--- config.mk ---
export PLATFORM = sky130hd
export DESIGN_NAME = garbage_scheduler
export DESIGN_NICKNAME = d
export VERILOG_FILES = /design/src/rtl/garbage_scheduler.sv
export SDC_FILE = /design/constraint.sdc
export NUM_CORES = 1
export LEC_CHECK = 0
export ABC_CLOCK_PERIOD_IN_PS = 4700
export BUFFER_PORTS_ARGS = -buffer_cell sky130_fd_sc_hd__buf_2
export CORE_MARGIN = 5
export CORE_UTILIZATION = 45
export CTS_BUF_LIST = sky130_fd_sc_hd__clkbuf_4 sky130_fd_sc_hd__clkbuf_8 sky130_fd_sc_hd__clkbuf_16
export CTS_CLUSTER_DIAMETER = 80
export CTS_CLUSTER_SIZE = 12
export DETAILED_ROUTE_END_ITERATION = 7
export GPL_TIMING_DRIVEN = 0
export PLACE_DENSITY_LB_ADDON = 0.05
export REMOVE_ABC_BUFFERS = 1
export SLEW_MARGIN = 10
export SYNTH_ARGS = -nofsm -noshare
export SYNTH_HDL_FRONTEND = slang
export SYNTH_SLANG_ARGS = --single-unit
export TNS_END_PERCENT = 5
--- constraint.sdc ---
create_clock -name clk -period 4.7 [get_ports clk]
set_input_delay 0.94 -clock clk [delete_from_list [all_inputs] [get_ports clk]]
set_output_delay 0.94 -clock clk [all_outputs]
set_load 0.1 [all_outputs]
--- src/rtl/garbage_scheduler.sv ---
// garbage_scheduler: two-player VS-mode attack/garbage controller.
// Converts line clears into attack lines and cancels them against the
// clearing player's own pending garbage. The remainder is queued for the
// opponent, and queued rows are injected into the opponent's board after a
// non-clearing lock. The block also keeps the per-player KO and line_sended
// counters.
//
// Optional feature macro: GARBAGE_COMBO_EN (per-player combo bonus).
//
// Ports:
//   clk, rst_n                       clock, async active-low reset
//   game_en                          2P game state active
//   lock_1/2, clear_valid_1/2        lock pulse, clear pulse (same cycle)
//   clear_lines_1/2 [2:0]            rows cleared by the lock
//   topout_1/2                       board topped out
//   inject_ack_1/2                   datapath accepted injection
//   inject_req_1/2, inject_rows_1/2  injection request and row count
//   inject_hole_1/2 [3:0]            hole column of injected rows
//   pending_1/2 [4:0]                garbage queued against each player
//   line_sended, line_sended_2 [5:0] attack lines generated by P1/P2
//   ko, ko_2 [2:0]                   KOs scored by P1/P2
//
// Inject FSM (one per player)
//   state | meaning
//   IDLE  | no burst outstanding
//   REQ   | request held with latched rows/hole until inject_ack
module garbage_scheduler #(
  parameter int          MAX_PENDING = 12,
  parameter int          MAX_INJECT  = 4,
  parameter int          BOARD_COLS  = 10,
  parameter logic [15:0] LFSR_SEED   = 16'hACE1
) (
  input  logic       clk,
  input  logic       rst_n,
  input  logic       game_en,
  input  logic       lock_1,
  input  logic       lock_2,
  input  logic       clear_valid_1,
  input  logic       clear_valid_2,
  input  logic [2:0] clear_lines_1,
  input  logic [2:0] clear_lines_2,
  input  logic       topout_1,
  input  logic       topout_2,
  input  logic       inject_ack_1,
  input  logic       inject_ack_2,
  output logic       inject_req_1,
  output logic       inject_req_2,
  output logic [2:0] inject_rows_1,
  output logic [2:0] inject_rows_2,
  output logic [3:0] inject_hole_1,
  output logic [3:0] inject_hole_2,
  output logic [4:0] pending_1,
  output logic [4:0] pending_2,
  output logic [5:0] line_sended,
  output logic [5:0] line_sended_2,
  output logic [2:0] ko,
  output logic [2:0] ko_2
);

  typedef enum logic {IDLE, REQ} inj_state_t;

  localparam logic [6:0] MAXP = 7'(MAX_PENDING);
  localparam logic [4:0] MAXI = 5'(MAX_INJECT);
  localparam logic [4:0] COLS = 5'(BOARD_COLS);

  inj_state_t state_1, state_2, state_1_n, state_2_n;
  logic [2:0]  rows_1_n, rows_2_n;
  logic [3:0]  hole_1_n, hole_2_n, hole_new;
  logic [4:0]  pending_1_n, pending_2_n;
  logic [5:0]  ls_1_n, ls_2_n;
  logic [2:0]  ko_1_n, ko_2_n;
  logic [15:0] lfsr;
  logic        game_en_q;

  logic        top_1, top_2, clr_1, clr_2, lk_1, lk_2, ack_1, ack_2, rise;
  logic [2:0]  atk_1, atk_2;
  logic [4:0]  avail_1, avail_2, cancel_1, cancel_2, rem_1, rem_2;
  logic [6:0]  sum_1, sum_2, ls_sum_1, ls_sum_2;
  logic [4:0]  hole_raw;

  function automatic logic [2:0] base_attack(input logic [2:0] n);
    case (n)
      3'd2:    return 3'd1;
      3'd3:    return 3'd2;
      3'd4:    return 3'd4;
      default: return 3'd0;
    endcase
  endfunction

  // A topout in the same cycle overrides that player's lock/clear.
  assign top_1 = game_en & topout_1;
  assign top_2 = game_en & topout_2;
  assign clr_1 = game_en & clear_valid_1 & ~topout_1;
  assign clr_2 = game_en & clear_valid_2 & ~topout_2;
  assign lk_1  = game_en & lock_1 & ~topout_1;
  assign lk_2  = game_en & lock_2 & ~topout_2;
  assign ack_1 = game_en & inject_ack_1 & (state_1 == REQ);
  assign ack_2 = game_en & inject_ack_2 & (state_2 == REQ);
  assign rise  = game_en & ~game_en_q;

`ifdef GARBAGE_COMBO_EN
  logic [3:0] combo_1, combo_2, combo_1_n, combo_2_n, combo_up_1, combo_up_2;

  function automatic logic [2:0] combo_bonus(input logic [3:0] c);
    if (c >= 4'd6)      return 3'd3;
    else if (c >= 4'd4) return 3'd2;
    else if (c >= 4'd2) return 3'd1;
    else                return 3'd0;
  endfunction

  assign combo_up_1 = (combo_1 == 4'd15) ? combo_1 : combo_1 + 4'd1;
  assign combo_up_2 = (combo_2 == 4'd15) ? combo_2 : combo_2 + 4'd1;

  always_comb begin
    combo_1_n = combo_1;
    combo_2_n = combo_2;
    if (!game_en || top_1)  combo_1_n = 4'd0;
    else if (lk_1 && clr_1) combo_1_n = combo_up_1;
    else if (lk_1)          combo_1_n = 4'd0;
    if (!game_en || top_2)  combo_2_n = 4'd0;
    else if (lk_2 && clr_2) combo_2_n = combo_up_2;
    else if (lk_2)          combo_2_n = 4'd0;
  end

  // Bonus is taken from the combo value after this lock's increment.
  assign atk_1 = base_attack(clear_lines_1) + combo_bonus((lk_1 && clr_1) ? combo_up_1 : combo_1);
  assign atk_2 = base_attack(clear_lines_2) + combo_bonus((lk_2 && clr_2) ? combo_up_2 : combo_2);

  always_ff @(posedge clk or negedge rst_n) begin
    if (!rst_n) begin
      combo_1 <= 4'd0;
      combo_2 <= 4'd0;
    end else begin
      combo_1 <= combo_1_n;
      combo_2 <= combo_2_n;
    end
  end
`else
  assign atk_1 = base_attack(clear_lines_1);
  assign atk_2 = base_attack(clear_lines_2);
`endif

  // Rows already handed to the datapath can no longer be cancelled.
  assign avail_1  = pending_1 - ((state_1 == REQ) ? {2'b00, inject_rows_1} : 5'd0);
  assign avail_2  = pending_2 - ((state_2 == REQ) ? {2'b00, inject_rows_2} : 5'd0);
  assign cancel_1 = !clr_1 ? 5'd0 : (({2'b00, atk_1} < avail_1) ? {2'b00, atk_1} : avail_1);
  assign cancel_2 = !clr_2 ? 5'd0 : (({2'b00, atk_2} < avail_2) ? {2'b00, atk_2} : avail_2);
  assign rem_1    = clr_1 ? ({2'b00, atk_1} - cancel_1) : 5'd0;
  assign rem_2    = clr_2 ? ({2'b00, atk_2} - cancel_2) : 5'd0;

  // Ack subtraction, then cancellation, then the opponent's addition.
  assign sum_1 = {2'b00, pending_1} - (ack_1 ? {4'd0, inject_rows_1} : 7'd0)
                 - {2'b00, cancel_1} + {2'b00, rem_2};
  assign sum_2 = {2'b00, pending_2} - (ack_2 ? {4'd0, inject_rows_2} : 7'd0)
                 - {2'b00, cancel_2} + {2'b00, rem_1};

  assign ls_sum_1 = {1'b0, line_sended}   + {4'd0, atk_1};
  assign ls_sum_2 = {1'b0, line_sended_2} + {4'd0, atk_2};

  assign hole_raw = {1'b0, lfsr[3:0]};
  assign hole_new = (hole_raw >= COLS) ? 4'(hole_raw - COLS) : lfsr[3:0];

  always_comb begin
    state_1_n   = state_1;
    state_2_n   = state_2;
    rows_1_n    = inject_rows_1;
    rows_2_n    = inject_rows_2;
    hole_1_n    = inject_hole_1;
    hole_2_n    = inject_hole_2;
    pending_1_n = (sum_1 > MAXP) ? MAXP[4:0] : sum_1[4:0];
    pending_2_n = (sum_2 > MAXP) ? MAXP[4:0] : sum_2[4:0];
    ls_1_n      = line_sended;
    ls_2_n      = line_sended_2;
    ko_1_n      = ko;
    ko_2_n      = ko_2;

    if (!game_en || top_1) pending_1_n = 5'd0;
    if (!game_en || top_2) pending_2_n = 5'd0;

    if (!game_en || top_1) state_1_n = IDLE;
    else if (state_1 == IDLE) begin
      if (lk_1 && !clear_valid_1 && pending_1 != 5'd0) begin
        state_1_n = REQ;
        rows_1_n  = ({2'b00, MAXI} < {2'b00, pending_1}) ? MAXI[2:0] : pending_1[2:0];
        hole_1_n  = hole_new;
      end
    end else if (ack_1) state_1_n = IDLE;

    if (!game_en || top_2) state_2_n = IDLE;
    else if (state_2 == IDLE) begin
      if (lk_2 && !clear_valid_2 && pending_2 != 5'd0) begin
        state_2_n = REQ;
        rows_2_n  = ({2'b00, MAXI} < {2'b00, pending_2}) ? MAXI[2:0] : pending_2[2:0];
        hole_2_n  = hole_new;
      end
    end else if (ack_2) state_2_n = IDLE;

    if (rise) begin
      ls_1_n = 6'd0;
      ls_2_n = 6'd0;
      ko_1_n = 3'd0;
      ko_2_n = 3'd0;
    end else begin
      if (clr_1) ls_1_n = (ls_sum_1 > 7'd63) ? 6'd63 : ls_sum_1[5:0];
      if (clr_2) ls_2_n = (ls_sum_2 > 7'd63) ? 6'd63 : ls_sum_2[5:0];
      if (top_2 && ko   != 3'd5) ko_1_n = ko + 3'd1;
      if (top_1 && ko_2 != 3'd5) ko_2_n = ko_2 + 3'd1;
    end
  end

  always_ff @(posedge clk or negedge rst_n) begin
    if (!rst_n) begin
      state_1       <= IDLE;
      state_2       <= IDLE;
      inject_rows_1 <= 3'd0;
      inject_rows_2 <= 3'd0;
      inject_hole_1 <= 4'd0;
      inject_hole_2 <= 4'd0;
      pending_1     <= 5'd0;
      pending_2     <= 5'd0;
      line_sended   <= 6'd0;
      line_sended_2 <= 6'd0;
      ko            <= 3'd0;
      ko_2          <= 3'd0;
      game_en_q     <= 1'b0;
      lfsr          <= LFSR_SEED;
    end else begin
      state_1       <= state_1_n;
      state_2       <= state_2_n;
      inject_rows_1 <= rows_1_n;
      inject_rows_2 <= rows_2_n;
      inject_hole_1 <= hole_1_n;
      inject_hole_2 <= hole_2_n;
      pending_1     <= pending_1_n;
      pending_2     <= pending_2_n;
      line_sended   <= ls_1_n;
      line_sended_2 <= ls_2_n;
      ko            <= ko_1_n;
      ko_2          <= ko_2_n;
      game_en_q     <= game_en;
      lfsr          <= {lfsr[14:0], lfsr[15] ^ lfsr[13] ^ lfsr[12] ^ lfsr[10]};
    end
  end

  assign inject_req_1 = (state_1 == REQ);
  assign inject_req_2 = (state_2 == REQ);

endmodule

==> impl_metrics.yaml, run 1 <==
run_status:
  status: "finished, violations left"
  violations: "setup timing"
sta:
  setup_violations: 8
  rsz0062_at_grt: "true"
  worst_pin_slew_ps: 789.0
  slew_viol_final: 0
  fin_crit_sh_pct: 109.6
  skew_ps: 10.18
  fmaxAchievable_mhz: 194.2
  relSlewSlack_pct: 47.40
  post-route-min-period_ps: 5149
  hold_viol_final: 0
  fin_ws_ps: -448.9
final_layout:
  final_cell_count_no_fill: 697
  final_common_cell: "buf_2"
  fin_area_um2: 5756
  area_growth_pct: 25.00
  num-fill-cells: 920
  finalNetCount: 638
  mostFrequentLayoutCells: "buf_2 (59), dfrtp_1 (50), nand2_1 (45), ha_1 (34), inv_1 (33)"
  antenna_cells: 0
  layout-drive-gt1-share_pct: 34.22
setup_path:
  worstPathCellList: "and2_4 -> ha_4 -> inv_2 -> fa_2 -> inv_2 -> ha_4 -> o21ai_2 -> a22oi_2 -> and4_4 -> mux2_4 -> ha_4 -> inv_2 -> fa_2 -> a211o_1 -> fa_1 -> inv_2 -> ha_4 -> nor2b_4 -> a221o_1 -> or3_4 -> nor4_4"
  cp_max_fo: 3
  crit_buf_inv: 4
  crit_family: "adder cells"
  crit_path_end_kind: "flop"
  crit_path_start_kind: "flop"
  crit_type: "flop to flop"
  cp_slowest_cell: "fa_2"
  arrival_ps: 5410
  critPathMaxStageDelay_ps: 550
  critical_path_required_ps: 4960
grt:
  grt_use_total_pct: 18.77
  grt_pass1_wl_um: 18730
  grt_overflow: 0
  antenna_found_initial: 0
  grt_pass1_vias: 3840
  grt_max_degree: 62
placed_design:
  dpl.cell_count: 656
  gp_congestion: 0.8005
  place_area_um2: 5056
  place_ws_ps: -1213
  numPortBuffers: 60
  dp_hpwl_um: 7876
cts:
  cts-root-buf: "clkbuf_8"
  numCtsBuffers: 9
  worstSkewPairLatency_ps: 360
  htree_levels: 3
  cts_tree: "done"
  path_clk_slew_ps: 80
  clkSinkCount: 61
  clk_path_buf_depth: 2
  hold_buffers: 0
detailed_routing:
  wl_met2_um: 5351
  ant_nets: 0
  top_layer_used: "met4"
  drt-total-wl_um: 11120
  vias_per_cell: 5.343
  dr_wl_met3_um: 453
  wirelength_met1_um: 5143
  wl_per_cell_um: 15.95
  vias: 3724
  first_pass_iters: 4
  route.detailed.drc: 0
  first_iter_violations: 158
die:
  die_w_um: 111.2
  die_y_um: 111.2
  initial_utilization_pct: 45.42
  core_um2: 10140
  dieArea_um2: 12360
  io_pins: 61
  rows: 37
logic_synthesis:
  synth_edf_count: 0
  syn_area_um2: 4604
  seq_area_frac_synth_pct: 33.37
  syn_inst: 463
  postSynthAreaPerCell_um2: 9.945
  synth_flop_cell: "dfrtp_1"
  async_flop_share_pct: 100.0
  synth-seq-cells: 61
  yosys_warnings: 0
  synth_cell_type_count: 59
min_path:
  hold_class: "flop to flop"
power:
  leakage_nw: 2.737
  irDropWorstVdd_mv: 0.1720
  p_per_area_nw_per_um2: 282.9
  switchingPower_mw: 0.6469
  p_int_mw: 0.9814
  sw_frac_of_total_pct: 39.73
  pwr-share-seq_pct: 35.2
  p_comb_share_pct: 38.4
  finalPower_mw: 1.628
  p_clk_share_pct: 26.4
run:
  cap_violations: 0
## synth_stat cells, types with 5 or more instances
library cell | count | area [um2]
nand2_1 | 47 | 176.4
nor2_1 | 18 | 67.56
a21o_1 | 15 | 112.6
mux2i_1 | 6 | 60.06
a22o_1 | 8 | 70.07
a31oi_1 | 8 | 50.05
dfstp_2 | 8 | 210.2
o21ai_0 | 25 | 125.1
nor3b_1 | 6 | 45.04
fa_1 | 18 | 360.4
and2_1 | 10 | 62.56
nor3_1 | 6 | 30.03
inv_1 | 43 | 161.4
a211oi_1 | 9 | 67.56
mux2_2 | 11 | 123.9
xnor2_1 | 12 | 105.1
and3b_1 | 5 | 43.79
ha_1 | 47 | 588.1
dfrtp_1 | 53 | 1326
or3_1 | 5 | 31.28
a21oi_1 | 15 | 75.07
xor2_1 | 7 | 61.31
## timing repair
item | in CTS | in global routing
pin swaps | 28 | 24
setup endpoints to repair | 8 | 8
resized for setup | 52 | 22
setup buffers | 17 | 8
## layer usage
layer | vias to the layer above | global-route usage [%]
met3 | 16 | 4.585
met4 | 0 | 5.434
met2 | 74 | 30.78
li1 | 1828 | -
met1 | 1806 | 24.74
met5 | - | 0
## cell families (layout without fill, tap and decap cells)
logic type,count (synthesis),in the layout,share of synthesized area [%]
AOI/OAI and AO/OA,111,111,17.31
muxes,17,17,3.995
other,2,6,0.1631
xor gates and xnor gates,19,19,3.614
adders and majority gates,65,65,20.60
buffers and inverters,50,144,4.293
DFF,61,61,33.37
and+or+nand+nor,138,138,16.66
## final timing paths
kind	start	endpoint	slack, ps	cells past startpoint
min reg2reg	lfsr[8]	lfsr[9]	360	0
max reg2reg	inject_req_2	pending_1[0]	-450	21
max	inject_req_2	pending_1[0]	-450	21
min in group asynchronous	rst_n	line_sended[2]	610	1
min	lfsr[8]	lfsr[9]	360	0
max in group asynchronous	rst_n	pending_1[0]	3460	1
## power by group through the flow
stage               clock network (mW)  logic, mW  registers, mW
floorplan                            0      0.266          0.706
global placement                     0      0.488          0.583
detailed placement                   0      0.494          0.584
CTS                              0.444      0.580          0.574
global route                     0.468      0.681          0.579
finish                           0.429      0.625          0.574
## final cells by class
cell class,instances,area (um2),share of cell area [%]
Clock buffer,9,123.9,2.152
Clock inverter,7,51.30,0.8913
Inverter,43,161.4,2.804
Multi-Input combinational cell,356,3211,55.78
Sequential cell,61,1540,26.76
Tap cell,136,170.2,2.957
Timing Repair Buffer,85,498.0,8.652
## state kept, by name, indices dropped and copies added (netlist names)
signal and count:
inject_hole_2 4, game_en_q 1, lfsr 16, inject_req_1 1
ko 3, inject_rows_1 3, line_sended_2 6, line_sended 6
inject_req_2 1, pending_2 5, inject_hole_1 4, ko_2 3
pending_1 5, inject_rows_2 3
## stage by stage
step | hold WS, ps | TNS [ps] | util (%)
3_5_place_dp | 335.5 | -8619 | 49.87
5_1_grt | 366.0 | -4700 | 56.77
2_1_floorplan | 331.2 | -8427 | -
4_1_cts | 358.1 | -2741 | 55.16
6_report | 358.9 | -2943 | 56.77
3_3_place_gp | 335.6 | -8521 | 49.85
Note: power is estimated with default switching activity, not from simulation.
==> inputs of run 2 (changes only) <==
ABC_AREA = 1   (was unset)
BUFFER_PORTS_ARGS = -buffer_cell sky130_fd_sc_hd__buf_4   (was -buffer_cell sky130_fd_sc_hd__buf_2)
==> run 2 against run 1 <==
Flip-flop and latch count stayed put. Combinational power is 3% higher. Count of clock-buffer cells in the layout is 1 higher. Clock skew hardly changed. Critical path depth is 5 higher. The run now ends clean. Via count is 11% higher. Synthesized area is 2.1% higher. Sequential power is 2% lower. Clock power is 14% higher. First-iteration DRC count is 27% higher. Non-clock buffer count is 9 lower.
==> impl_metrics.yaml, run 2 <==
detailed_routing:
  vias_per_cell: 5.023
  drt-total-wl_um: 11400
  first_pass_iters: 4
  route.detailed.drc: 0
  ant_nets: 0
  wl_per_cell_um: 13.83
  vias: 4139
  first_iter_violations: 200
final_layout:
  mostFrequentLayoutCells: "nand2_1 (124), inv_1 (109), buf_4 (76), dfrtp_1 (53), nand3_1 (41)"
  num-fill-cells: 965
  multiInputGateArea_um2: 2949
  largest_reg_flops: 16
  final_common_cell: "nand2_1"
  finalNetCount: 765
  antenna_cells: 0
  seq_area_um2: 1536
  regMostFlops: "lfsr"
  largestRegisters: "lfsr: 16 flops, line_sended: 6 flops, line_sended_2: 6 flops"
  layout-drive-gt1-share_pct: 26.74
  area_growth_pct: 25.62
logic_synthesis:
  seq_area_frac_synth_pct: 32.67
  yosys_warnings: 0
  netlist_top_cells_area: "dfrtp_1 (28%), ha_1 (13%), nand2_1 (11%)"
  synth_cell_type_count: 37
  synth_flop_cell: "dfrtp_1"
  synthTopCellsByCount: "nand2_1 (132), inv_1 (117), dfrtp_1 (53)"
  postSynthAreaPerCell_um2: 7.918
  synth_edf_count: 0
  synth-seq-cells: 61
  syn_inst: 594
  syn_area_um2: 4703
  async_flop_share_pct: 100.0
  synth_top_area_share_pct: 28.20
  synth_top_area_cell: "dfrtp_1"
  yosysMostFrequentCell: "nand2_1"
cts:
  clkSinkCount: 61
  path_clk_slew_ps: 80
  cts-root-buf: "clkbuf_8"
  cts_tree: "done"
  numCtsBuffers: 9
  clk_path_buf_depth: 2
  hold_buffers: 0
  worstSkewPairLatency_ps: 340
  htree_levels: 3
sta:
  relSlewSlack_pct: 46.88
  hold_slack_ps: 352.5
  post-route-min-period_ps: 4691
  fmaxAchievable_mhz: 213.2
  worst_pin_slew_ps: 796.8
  slew_viol_final: 0
  rsz0062_at_grt: "true"
  hold_viol_final: 0
  fin_crit_sh_pct: 99.80
  skew_ps: 10.04
  setup_violations: 0
power:
  sw_frac_of_total_pct: 40.39
  p_comb_share_pct: 37.9
  switchingPower_mw: 0.6853
  pwr-share-seq_pct: 33.3
  p_int_mw: 1.011
  leakage_nw: 3.062
  p_per_area_nw_per_um2: 287.2
  irDropWorstVdd_mv: 0.1470
  p_clk_share_pct: 28.8
  finalPower_mw: 1.697
grt:
  antenna_found_initial: 0
  grt_pass1_wl_um: 18980
  grt_overflow: 0
  grt_max_degree: 62
  grt_pass1_vias: 4086
  grt_use_total_pct: 18.31
run_status:
  status: "completed"
min_path:
  hold_class: "flop to flop"
die:
  rows: 37
  die_y_um: 112.2
  die_w_um: 112.2
  dieArea_um2: 12600
  io_pins: 61
  initial_utilization_pct: 45.76
  core_um2: 10280
run:
  cap_violations: 0
placed_design:
  gp_congestion: 0.8849
  numPortBuffers: 60
  dp_hpwl_um: 8631
setup_path:
  crit_path_start_kind: "flop"
  critical_path_required_ps: 4950
  arrival_ps: 4940
  cp_max_fo: 5
  crit_path_end_kind: "flop"
  crit_type: "flop to flop"
## run 2: cell count changes in the layout (fill, tap and decap cells not counted), moves of 10 or more
cell     before  now
nand2_1      45  124
a21o_1       15    0
nand3_1       4   41
buf_4        24   76
inv_1        33  109
buf_2        59    0
nor2_1       18   28
## run 2: worst paths after layout
kind	from	slack, ps	cells after the start	end
max	pending_1[0]	9	26	pending_2[3]
min	lfsr[8]	350	0	lfsr[9]
max reg2reg	pending_1[0]	9	26	pending_2[3]
min reg2reg	lfsr[8]	350	0	lfsr[9]
max in group asynchronous	rst_n	3490	1	inject_req_1
min in group asynchronous	rst_n	650	1	pending_2[4]
## run 2: layer usage
layer / GRT usage [%] / up-vias / share of wire (%)
li1: - / 2067 / -
met1: 25.15 / 1968 / 47
met2: 29.96 / 84 / 47
met3: 2.695 / 20 / 4.1
met4: 5.609 / 0 / 1.7
met5: 0 / - / 0
## run 2: stage by stage
stage          worst slack (ps)  util, %  cell area, um2  setup TNS [ps]  instances
6_report                  9.200    57.49            5908               0        824
2_1_floorplan            -505.0        -            4708           -3073        596
3_5_place_dp             -990.6    51.85            5329           -5491        792
3_3_place_gp             -890.4    51.85            5329           -4801        792
4_1_cts                  -22.73    55.20            5673          -22.73        814
5_1_grt                  -253.0    57.49            5908           -1719        824
## run 2: power by group through the flow
stage               logic, mW  clock network (mW)  registers [mW]
floorplan               0.310                   0           0.698
global placement        0.552                   0           0.576
detailed placement      0.564                   0           0.575
CTS                     0.592               0.501           0.565
global route            0.714               0.521           0.568
finish                  0.643               0.489           0.565
## run 2: final cells by class
| class | instances | share of cell area [%] |
|---|---|---|
| multi-input cells | 409 | 49.92 |
| flip-flops and latches | 61 | 26.01 |
| clock buffers | 10 | 2.224 |
| well taps | 136 | 2.880 |
| inverters | 126 | 8.090 |
| repair buffers | 76 | 9.657 |
| clock inverters | 6 | 1.228 |
## run 2: cells by family after synthesis
group | share of synthesized area (%)
buf+inv | 10.32
xor+xnor | 2.793
fa+ha+maj | 20.16
simple gates | 25.96
other cells | 0.1597
flops | 32.67
compound gates | 7.927
## run 2: worst max-delay path, stage by stage, from the launching register on
cell and delay, ps:
dfrtp_1 410, inv_2 100, ha_1 140, inv_1 60
fa_2 520, inv_1 60, ha_1 290, a21oi_2 170
o21bai_4 90, nand3_1 70, nand2_1 60, nor2_2 120
ha_1 160, inv_1 70, fa_2 520, nand2_1 80
fa_1 510, inv_1 70, fa_2 400, nand3_1 120
nand3b_1 90, nand2_1 120, nand3_1 90, nor2_1 100
nand3_1 90, nand2_1 60, inv_1 30
## run 2: what timing repair did
item	in CTS	in global routing
setup buffers	6	10
resized for setup	22	43
pin swaps	4	27
cloned	0	0
endpoints found under the setup margin	8	8
==> inputs of run 3 (changes only) <==
CORE_UTILIZATION = 53   (was 45)
==> run 3 against run 2 <==
Register-to-register slack gained 20 ps. Count of clock-buffer cells in the layout shrank 1. Cell area shrank 2.4%. Via count shrank 1.1%. Total power shrank 2.4%. Largest power group unchanged.
==> impl_metrics.yaml, run 3 (synthesized netlist as in run 2, its figures left out) <==
power:
  finalPower_mw: 1.655
  p_per_area_nw_per_um2: 287.0
  leakage_nw: 3.002
  irDropWorstVdd_mv: 0.1901
die:
  initial_utilization_pct: 54.20
  io_pins: 61
  core_um2: 8678
  dieArea_um2: 10860
  die_y_um: 104.2
  die_w_um: 104.2
  rows: 34
final_layout:
  area_growth_pct: 22.61
  antenna_cells: 0
  final_cell_count_no_fill: 788
  num-fill-cells: 751
  final_common_cell: "nand2_1"
  finalNetCount: 757
  fin_area_um2: 5767
  largestRegisters: "lfsr: 16 flops, line_sended: 6 flops, line_sended_2: 6 flops"
  layout-drive-gt1-share_pct: 25.15
  mostFrequentLayoutCells: "nand2_1 (125), inv_1 (111), buf_4 (68), dfrtp_1 (51), nand3_1 (43)"
  largest_reg_flops: 16
  regMostFlops: "lfsr"
cts:
  path_clk_slew_ps: 80
  clk_path_buf_depth: 2
  cts_tree: "done"
  numCtsBuffers: 9
  htree_levels: 3
  hold_buffers: 0
  clkSinkCount: 61
  worstSkewPairLatency_ps: 350
  cts-root-buf: "clkbuf_8"
sta:
  relSlewSlack_pct: 48.04
  fin_ws_ps: 10.85
  setup_violations: 0
  fmaxAchievable_mhz: 213.3
  slew_viol_final: 0
  hold_viol_final: 0
  rsz0062_at_grt: "true"
  fin_tns_setup_ps: 0
  post-route-min-period_ps: 4689
  worst_pin_slew_ps: 779.5
  fin_crit_sh_pct: 99.77
  skew_ps: 7.307
setup_path:
  cp_slowest_cell: "fa_2"
  rr_startpoint: "inject_req_2"
  arrival_ps: 4980
  crit_path_end_kind: "flop"
  critical_path_required_ps: 4990
  cp_max_fo: 6
  crit_buf_inv: 4
  crit_path_start_kind: "primary input"
  crit_family: "adder cells"
  crit_type: "primary input to flop"
  crit_start: "clear_lines_2[2]"
  cp_common_cell: "nand2_2"
  critPathMaxStageDelay_ps: 620
detailed_routing:
  ant_nets: 0
  wl_per_cell_um: 13.97
  first_iter_violations: 118
  vias: 4095
  drt-total-wl_um: 11010
  route.detailed.drc: 0
  vias_per_cell: 5.197
  first_pass_iters: 4
grt:
  grt_overflow: 0
  grt_pass1_wl_um: 18660
  grt_pass1_vias: 4116
  grt_max_degree: 62
  grt_use_total_pct: 20.63
  antenna_found_initial: 0
placed_design:
  place_ws_ps: -889.7
  numPortBuffers: 60
  place_area_um2: 5294
  dpl.cell_count: 764
  gp_congestion: 0.8725
  dp_hpwl_um: 8284
min_path:
  worstHoldStart: "lfsr[4]"
  hold_class: "flop to flop"
run_status:
  status: "completed"
run:
  cap_violations: 0
[run 3: report_power, final]
group | internal (mW) | switching (mW) | total [mW]
Combinational | 0.205 | 0.429 | 0.633
Clock | 0.203 | 0.253 | 0.456
Sequential | 0.543 | 0.0231 | 0.566
[run 3: final timing paths]
check / end / slack, ps / cells after the start
min: lfsr[5] / 360 / 0
max: pending_1[3] / 10 / 25
max reg2reg: pending_1[3] / 30 / 30
max in group asynchronous: inject_req_1 / 3470 / 1
min reg2reg: lfsr[5] / 360 / 0
min in group asynchronous: pending_2[4] / 660 / 1
[run 3: metal layers]
metal | vias up | GRT usage, % | part of all wire [%]
li1 | 2056 | - | -
met1 | 1937 | 27.08 | 45
met2 | 89 | 35.11 | 50
met3 | 13 | 3.166 | 3.8
met4 | 0 | 6.198 | 1.5
met5 | - | 0 | 0
[run 3: final cells by class]
type,instances,area (um2),area share (%)
Timing Repair Buffer,68,510.5,8.852
Tap cell,108,135.1,2.343
Clock inverter,7,62.56,1.085
Sequential cell,61,1539,26.69
Clock buffer,9,123.9,2.148
Multi-Input combinational cell,409,2920,50.64
Inverter,126,475.5,8.245
[run 3: worst register-to-register path, delay by kind of cell (launching register included)]
| family | cells | cell delay, ps |
|---|---|---|
| fa+ha+maj | 7 | 2840 |
| simple gates | 17 | 1090 |
| flops | 1 | 390 |
| buf+inv | 6 | 320 |
[run 3: timing repair]
| item | 4_1_cts | 5_1_grt |
|---|---|---|
| gates resized for setup | 29 | 29 |
| setup endpoints to repair | 8 | 8 |
| pin swaps | 11 | 13 |
| setup buffers | 6 | 2 |
[run 3: per-stage QoR]
stage               hold slack, ps  util, %
floorplan                    331.2        -
global placement             335.8    61.00
detailed placement           337.5    61.00
CTS                          358.8    64.97
global route                 368.3    66.45
finish                       358.9    66.45
